--- src/rtl/mem_arbiter_pkg.sv ---
// Shared types for the memory arbiter: FSM states, requester ids and grant bit positions.
package mem_arbiter_pkg;

  typedef enum logic [2:0] {
    ARB_IDLE = 3'd0,
    ARB_LO   = 3'd1,
    ARB_HI   = 3'd2,
    ARB_CAP  = 3'd3,
    ARB_RESP = 3'd4
  } arb_state_t;

  typedef enum logic [1:0] {
    ARB_ID_H = 2'd0,
    ARB_ID_F = 2'd1,
    ARB_ID_D = 2'd2
  } arb_id_t;

  localparam int unsigned GNT_H = 0;
  localparam int unsigned GNT_F = 1;
  localparam int unsigned GNT_D = 2;

  function automatic arb_id_t gnt_to_id(input logic [2:0] gnt);
    if (gnt[GNT_H])      return ARB_ID_H;
    else if (gnt[GNT_F]) return ARB_ID_F;
    else                 return ARB_ID_D;
  endfunction

endpackage

--- src/rtl/mem_arbiter_arb_pick.sv ---
// Combinational winner selection: host has absolute priority, fetch/data alternate on a tie.
module arb_pick
  import mem_arbiter_pkg::*;
(
  input  logic       i_h_req,
  input  logic       i_f_req,
  input  logic       i_d_req,
  input  logic       i_last_d,
  output logic [2:0] o_gnt
);

  // i_last_d=1 means data took the previous f/d grant, so fetch wins a tie
  always_comb begin
    o_gnt = '0;
    if (i_h_req)                              o_gnt[GNT_H] = 1'b1;
    else if (i_f_req && (!i_d_req || i_last_d)) o_gnt[GNT_F] = 1'b1;
    else if (i_d_req)                         o_gnt[GNT_D] = 1'b1;
  end

endmodule

--- src/rtl/mem_arbiter.sv ---
// Shares one byte-wide synchronous memory between host, instruction fetch (2-byte LE) and data ports.
module mem_arbiter
  import mem_arbiter_pkg::*;
#(
  parameter int unsigned ADDR_W = 16,
  parameter int unsigned DATA_W = 8
) (
  input  logic                clk,
  input  logic                rst_n,
  input  logic                h_req,
  input  logic                h_we,
  input  logic [ADDR_W-1:0]   h_addr,
  input  logic [DATA_W-1:0]   h_wdata,
  output logic                h_ack,
  output logic [DATA_W-1:0]   h_rdata,
  input  logic                f_req,
  input  logic [ADDR_W-1:0]   f_addr,
  output logic                f_ack,
  output logic [2*DATA_W-1:0] f_rdata,
  input  logic                d_req,
  input  logic                d_we,
  input  logic [ADDR_W-1:0]   d_addr,
  input  logic [DATA_W-1:0]   d_wdata,
  output logic                d_ack,
  output logic [DATA_W-1:0]   d_rdata,
  output logic                mem_en,
  output logic                mem_we,
  output logic [ADDR_W-1:0]   mem_addr,
  output logic [DATA_W-1:0]   mem_wdata,
  input  logic [DATA_W-1:0]   mem_rdata
);

  arb_state_t          r_state, w_next;
  arb_id_t             r_id;
  logic                r_we;
  logic [ADDR_W-1:0]   r_addr;
  logic [DATA_W-1:0]   r_wdata;
  logic                r_last_d;
  logic [DATA_W-1:0]   r_h_rdata, r_d_rdata;
  logic [2*DATA_W-1:0] r_f_rdata;
  logic [2:0]          w_gnt;

  arb_pick u_pick (
    .i_h_req  (h_req),
    .i_f_req  (f_req),
    .i_d_req  (d_req),
    .i_last_d (r_last_d),
    .o_gnt    (w_gnt)
  );

  always_ff @(posedge clk or negedge rst_n) begin
    if (!rst_n) begin
      r_state   <= ARB_IDLE;
      r_id      <= ARB_ID_H;
      r_we      <= 1'b0;
      r_addr    <= '0;
      r_wdata   <= '0;
      r_last_d  <= 1'b1;
      r_h_rdata <= '0;
      r_f_rdata <= '0;
      r_d_rdata <= '0;
    end else begin
      r_state <= w_next;
      if (r_state == ARB_IDLE && |w_gnt) begin
        r_id    <= gnt_to_id(w_gnt);
        r_we    <= w_gnt[GNT_H] ? h_we : (w_gnt[GNT_D] ? d_we : 1'b0);
        r_addr  <= w_gnt[GNT_H] ? h_addr : (w_gnt[GNT_D] ? d_addr : f_addr);
        r_wdata <= w_gnt[GNT_H] ? h_wdata : d_wdata;
        if (!w_gnt[GNT_H]) r_last_d <= w_gnt[GNT_D];
      end
      if (r_state == ARB_HI) r_f_rdata[DATA_W-1:0] <= mem_rdata;
      if (r_state == ARB_CAP) begin
        case (r_id)
          ARB_ID_H: r_h_rdata <= mem_rdata;
          ARB_ID_F: r_f_rdata[2*DATA_W-1:DATA_W] <= mem_rdata;
          default:  r_d_rdata <= mem_rdata;
        endcase
      end
    end
  end

  // Memory strobes decode straight from state so an async reset drops them at once
  always_comb begin
    w_next    = r_state;
    mem_en    = 1'b0;
    mem_we    = 1'b0;
    mem_addr  = '0;
    mem_wdata = '0;
    h_ack     = 1'b0;
    f_ack     = 1'b0;
    d_ack     = 1'b0;
    case (r_state)
      ARB_IDLE: if (|w_gnt) w_next = ARB_LO;
      ARB_LO: begin
        mem_en   = 1'b1;
        mem_we   = r_we;
        mem_addr = r_addr;
        if (r_we) mem_wdata = r_wdata;
        if (r_we)                  w_next = ARB_RESP;
        else if (r_id == ARB_ID_F) w_next = ARB_HI;
        else                       w_next = ARB_CAP;
      end
      ARB_HI: begin
        mem_en   = 1'b1;
        mem_addr = r_addr + ADDR_W'(1);
        w_next   = ARB_CAP;
      end
      ARB_CAP: w_next = ARB_RESP;
      ARB_RESP: begin
        h_ack  = (r_id == ARB_ID_H);
        f_ack  = (r_id == ARB_ID_F);
        d_ack  = (r_id == ARB_ID_D);
        w_next = ARB_IDLE;
      end
      default: w_next = ARB_IDLE;
    endcase
  end

  assign h_rdata = r_h_rdata;
  assign f_rdata = r_f_rdata;
  assign d_rdata = r_d_rdata;

endmodule

--- config.mk ---
export PLATFORM = sky130hd
export DESIGN_NAME = mem_arbiter
export DESIGN_NICKNAME = d
export VERILOG_FILES = /design/src/rtl/mem_arbiter_pkg.sv /design/src/rtl/mem_arbiter_arb_pick.sv /design/src/rtl/mem_arbiter.sv
export SDC_FILE = /design/constraint.sdc
export NUM_CORES = 1
export LEC_CHECK = 0
export BUFFER_PORTS_ARGS = -buffer_cell sky130_fd_sc_hd__buf_2
export CAP_MARGIN = 20
export CORE_MARGIN = 2
export CORE_UTILIZATION = 45
export DETAILED_ROUTE_END_ITERATION = 8
export PLACE_DENSITY_LB_ADDON = 0.25
export SLEW_MARGIN = 20
export SYNTH_ARGS = -nofsm -noshare
export SYNTH_HDL_FRONTEND = slang
export SYNTH_SLANG_ARGS = --single-unit
--- constraint.sdc ---
create_clock -name clk -period 2.1 [get_ports clk]
set_input_delay 0.21 -clock clk [delete_from_list [all_inputs] [get_ports clk]]
set_output_delay 0.21 -clock clk [all_outputs]
set_load 0.02 [all_outputs]
# ---- Word level (Yosys, flattened, before mapping)
# Cells that the tools add are included.
dict set report totals {
  ram_bits 0
  register_bits 63
  mem_count 0
  latchBits 0
  output_inout_bits 61
  word_cells 57
  rom_bits 0
  inputBits 79
}
dict set report classes {
  shifts 0
  n_eq_ne 7
  mux 24
  reduce_logical 13
  bitwise_logic 2
  n_mul 0
  n_div 0
  addsub 1
  order_cmp 0
}
# operator count
set ops {}
lappend ops {{$mux 16} 2}
lappend ops {{$pmux 16 s2} 1}
lappend ops {{$mux 8} 3}
lappend ops {{$add 16x1->16 const B} 1}
lappend ops {{$mux 1} 12}
lappend ops {{$pmux 3 s4} 1}
lappend ops {{$reduce_and 2->1} 4}
lappend ops {{$eq 3x2->1 const B} 2}
lappend ops {{$mux 2} 3}
lappend ops {{$mux 3} 2}
lappend ops {{$reduce_or 2->1} 2}
lappend ops {{$eq 3x1->1 const B} 1}
lappend ops {{$eq 3x3->1 const B} 1}
lappend ops {{$logic_not 3->1} 1}
lappend ops {{$reduce_or 3->1} 1}
lappend ops {{$eq 2x1->1 const B} 1}
lappend ops {{$eq 2x2->1 const B} 1}
lappend ops {{$logic_and 1x1->1} 2}
lappend ops {{$logic_not 2->1} 1}
lappend ops {{$ne 2x1->1 const B} 1}
lappend ops {{$not 1->1} 2}
lappend ops {{$logic_not 1->1} 1}
lappend ops {{$logic_or 1x1->1} 1}

# ---- Longest topological paths before layout
dict set report depth {
  word_depth 8
  ltp_mapped 8
  depth_no_buf 5
}

# ---- Hierarchy
# From an unflattened synthesis, not the netlist that was laid out.
dict set report unflattened {
  hier_cells 365
  hier_area_um2 3510.9
}
# module cells_per_inst area_per_inst_um2 seq_area_each_um2 n_inst
set by_module_without_submodules {}
lappend by_module_without_submodules {mem_arbiter 360 3473.3 1577.8 1}
lappend by_module_without_submodules {arb_pick 5 37.5 0.0 1}

# ---- Worst setup path after synthesis
# OpenSTA, ideal clock, no wires.
dict set report synth_timing {
  path_type {register to output}
  start {reg r_state[2]}
  end {out mem_addr[12]}
  arrival_ps 1910
  path_buffers 1
  required_time_ps 1890
  stages_incl_launch_ff 4
  slack_ps -20
  path_cell_list {dfrtp_1 -> or3b_2 -> buf_2 -> o41ai_1}
}
dict set report synth_via {
  elab_chain_cells 2
  elab_cells_between_ends 3
  cone_classes {2 x eq/ne; 1 x mux}
}
# item line
set synth_lines {}
lappend synth_lines {{start: declaration} mem_arbiter.sv:33} ;# arb_state_t r_state, w_next;
lappend synth_lines {{start signal: assignment} mem_arbiter.sv:63} ;# r_state <= w_next;
lappend synth_lines {{$eq 3x2->1 / $eq 3x1->1 (equally long branches)} mem_arbiter.sv:92} ;# case (r_state)
lappend synth_lines {{$pmux 16 s2 *} mem_arbiter.sv:92}
lappend synth_lines {{end: declaration} mem_arbiter.sv:28} ;# output logic [ADDR_W-1:0] mem_addr,
# Every way passes the cells marked *; elsewhere a longest branch is shown, timed or not.

# ---- Worst setup path after layout
dict set report layout_timing {
  start {reg r_state[2]}
  end {out mem_addr[4]}
}
# Same word-level chain as after synthesis.

==> results by group <==
Die
  – Die Area: between 8000 and 9000 sq um
  – Io pins: 140
  – Initial core utilization: 0.4618
  – Die height: 90.05 um
  – Rows: 31
  – Core box area: between 7000 and 8000 sq um
  – Chip width: approximately 90 um

Finish
  – Diodes inserted: 0
  – Fillers: 606
  – Share of cells above drive strength 1: 0.5133
  – Nets: approximately 560
  – Layout area overhead: 40.52%
  – Fin util: 0.6490
  – Non-filler cells, final: roughly 600

Critical path
  – R2R Path End: f_rdata[9]
  – Max incr delay on CP: between 0.4 and 0.5 ns
  – CP Capture Point: mem_addr[4]
  – Crit path depth: 6
  – CP Data Required Time: 1.89 ns
  – Worst Path Buf+Inv: 2
  – Worst path slowest cell: dfrtp_2
  – Crit. End Element: output port
  – Crit path kind: reg2out
  – WP data arrival: 1.89 ns
  – Reg2reg path depth: 6
  – Worst-path fanout max: 10
  – Type of origin of the critical path: flop
  – R2R setup slack: roughly 0.22 ns
  – Critical Path Source: r_state[2]
  – R2R Path Start: r_state[2]
  – Critical path cell sequence: buf_4, or3b_4, nor2_1, o21ai_2, o31ai_2, buf_2
  – CP delay by family, top: simple AND/OR/NAND/NOR gates

Routing
  – Post-DR wirelength/cell: 15.95 um
  – Routed vias: 3197
  – Post-DRT Antenna Nets: 0
  – DR vias/cell: around 5.5
  – Routed WL: between 9000 and 10000 um
  – DR iter-0 viols: 170
  – DRT Pass-1 Iters: 5
  – # DRC: 0

Clocking
  – Clk_lat worst skew: around 0.34 ns
  – TritonCTS Buffers: 9
  – CTS H-tree lvls: 3
  – Root Buffer Master: clkbuf_8
  – TritonCTS clock tree: yes
  – Clk slew on worst S/H paths: approximately 0.07 ns
  – Clk sink count: 63
  – Buffer depth of the longest clock path: 2

GRT
  – First-pass GRT wire length: ~15000 um
  – GR Overflow Total: 0
  – Initial antenna violation count: 0
  – Vias in the first global route: a little under 3000
  – Largest net degree at the start of global routing: 40
  – GRT Util Overall: 0.2235

Timing
  – RSZ-0062 raised after global routing: yes
  – Setup tns final: 0 ns
  – Setup violations, final: 0
  – Fin Hold WS: between 0.08 and 0.09 ns
  – Tightest Pin Transition: just over 0.6 ns
  – Pins Over Slew Limit: 0
  – Fin crit period: roughly 2.1 ns
  – Final Skew: ~0.0094 ns
  – Final period util: 0.9987
  – Max-slew headroom: 0.5967
  – Final hold vios: 0
  – Setup slack after layout: roughly 0.0028 ns
  – Fmax: 476.8 MHz

Synthesis
  – Cell with the most instances after synthesis: dfrtp_1
  – Area leader, netlist: dfrtp_1
  – Sequential share of the synthesized area: 0.4735
  – Distinct cells, synth: between 40 and 50
  – Mapped Area: roughly 3300 sq um
  – Register bit count reported by yosys: 63
  – Syn_area_per_cell: ~10 sq um
  – Commonest cells post-synth: 62 x dfrtp_1, 42 x nand2_1, 28 x o21ai_0
  – Syn. warnings: 0
  – Cells after Synth: ~320
  – EDFF count, synth: 0
  – Synth area leaders: dfrtp_1 47%, mux2i_1 7.5%, mux2_2 5.4%
  – Synthesized Nets: ~400
  – Yosys top cell area share: 0.4656
  – Top FF cell, synth: dfrtp_1
  – Fraction of registers with async set/reset: 1.000

Power and ir drop
  – NetSw: 3225 uW
  – Switching share of power: 0.4279
  – Internal power: roughly 4300 uW
  – Cell area power density: between 1500 and 2000 nW/um^2
  – Pleak: 0.002404 uW
  – Sequential fraction of design power: 0.318
  – Power share of the combinational group: 0.526
  – Peak VDD IR: about 700 uV
  – Clock Power Share: 0.156

Place
  – GP Congestion: ~0.87
  – Pre-CTS setup slack: approximately 0.16 ns
  – I/O Buffers: ~140
  – Inst Count DP: 550
  – Post-DP HPWL: 6319 um

Min path
  – Path category of the worst min-delay check: in2reg

Flow run
  – Max cap viols: 0

Run status
  – Outcome: complete, no violations
through the flow:
stage	instance area (sq um)	total power, uW
after floorplan	3339	4660
after global placement	4151	5697
after detailed placement	4151	5783
after CTS	4474	7140
after global routing	4682	8049
final	4682	7538
sequential cells by signal (all words and copies together) (netlist names):
| name | cells |
|---|---|
| h_rdata | 8 |
| r_wdata | 8 |
| d_rdata | 8 |
| r_addr | 16 |
| r_last_d | 1 |
| r_we | 1 |
| r_id | 2 |
| f_rdata | 16 |
| r_state | 3 |
cell families (layout without fill, tap and decap cells):
logic type      count (synthesis)  after routing  share of synthesized area
compound gates                 87             87                     0.1686
fa+ha+maj                       1              1                   0.003755
buf+inv                        25            189                    0.03980
flops                          63             63                     0.4735
mux                            49             49                     0.1652
simple gates                   97             98                     0.1491
layer usage:
metal	share of wire	vias to the layer above	global-route usage	wire (um)
li1	-	1514	-	-
met1	0.42	1517	0.2963	3958
met2	0.49	156	0.3565	4559
met3	0.077	10	0.05281	720
met4	0.012	0	0.08590	109
met5	0	-	0	0
cell type report:
cell class                 count  area [sq um]  share of cell area
multi-input combinational    235          1752              0.3741
sequential                    63          1585              0.3386
timing repair buffer         173         998.5              0.2133
clock buffer                  11         141.4             0.03020
tap                           99         123.9             0.02646
clock inverter                 5         81.33             0.01737
worst min path at each step:
stage	depth (start not counted)	start	end	slack [ns]
2_1_floorplan	0	rst_n	d_rdata[0]	-0.09
3_3_place_gp	1	rst_n	d_rdata[2]	0.24
3_5_place_dp	1	rst_n	d_rdata[2]	0.25
4_1_cts	2	d_req	r_id[0]	0.06
5_1_grt	2	d_req	r_id[0]	0.08
6_report	2	d_req	r_id[0]	0.08
cell usage in the layout (no fill, tap or decap), drive strengths merged, types with 3 or more instances in the layout:
cell / count
buf: 172
dfrtp: 62
nand2: 42
o21ai: 38
mux2i: 25
mux2: 24
a22oi: 16
and3: 13
clkbuf: 11
nor2: 9
a31oi: 7
nand3: 7
nand4: 5
a41oi: 4
a21oi: 4
nor4: 4
o31ai: 4
a31o: 3
nor3: 3
nand2b: 3
power by group through the flow:
stage | logic (uW) | registers (uW) | clock network (uW)
after global routing | 4300 | 2490 | 1270
after global placement | 3370 | 2330 | 0
after floorplan | 2060 | 2600 | 0
after detailed placement | 3430 | 2360 | 0
after CTS | 3610 | 2330 | 1200
final | 3970 | 2400 | 1170
repair_timing:
item / in CTS / in global routing
pin swaps: 0 / 8
endpoints found under the hold margin: 24 / 0
gates cloned: 2 / 2
setup endpoints to repair: 16 / 33
gates resized for setup: 14 / 41
setup buffers: 4 / 11
hold buffers: 1 / 0
No activity file was read; power rests on OpenSTA's default activity.
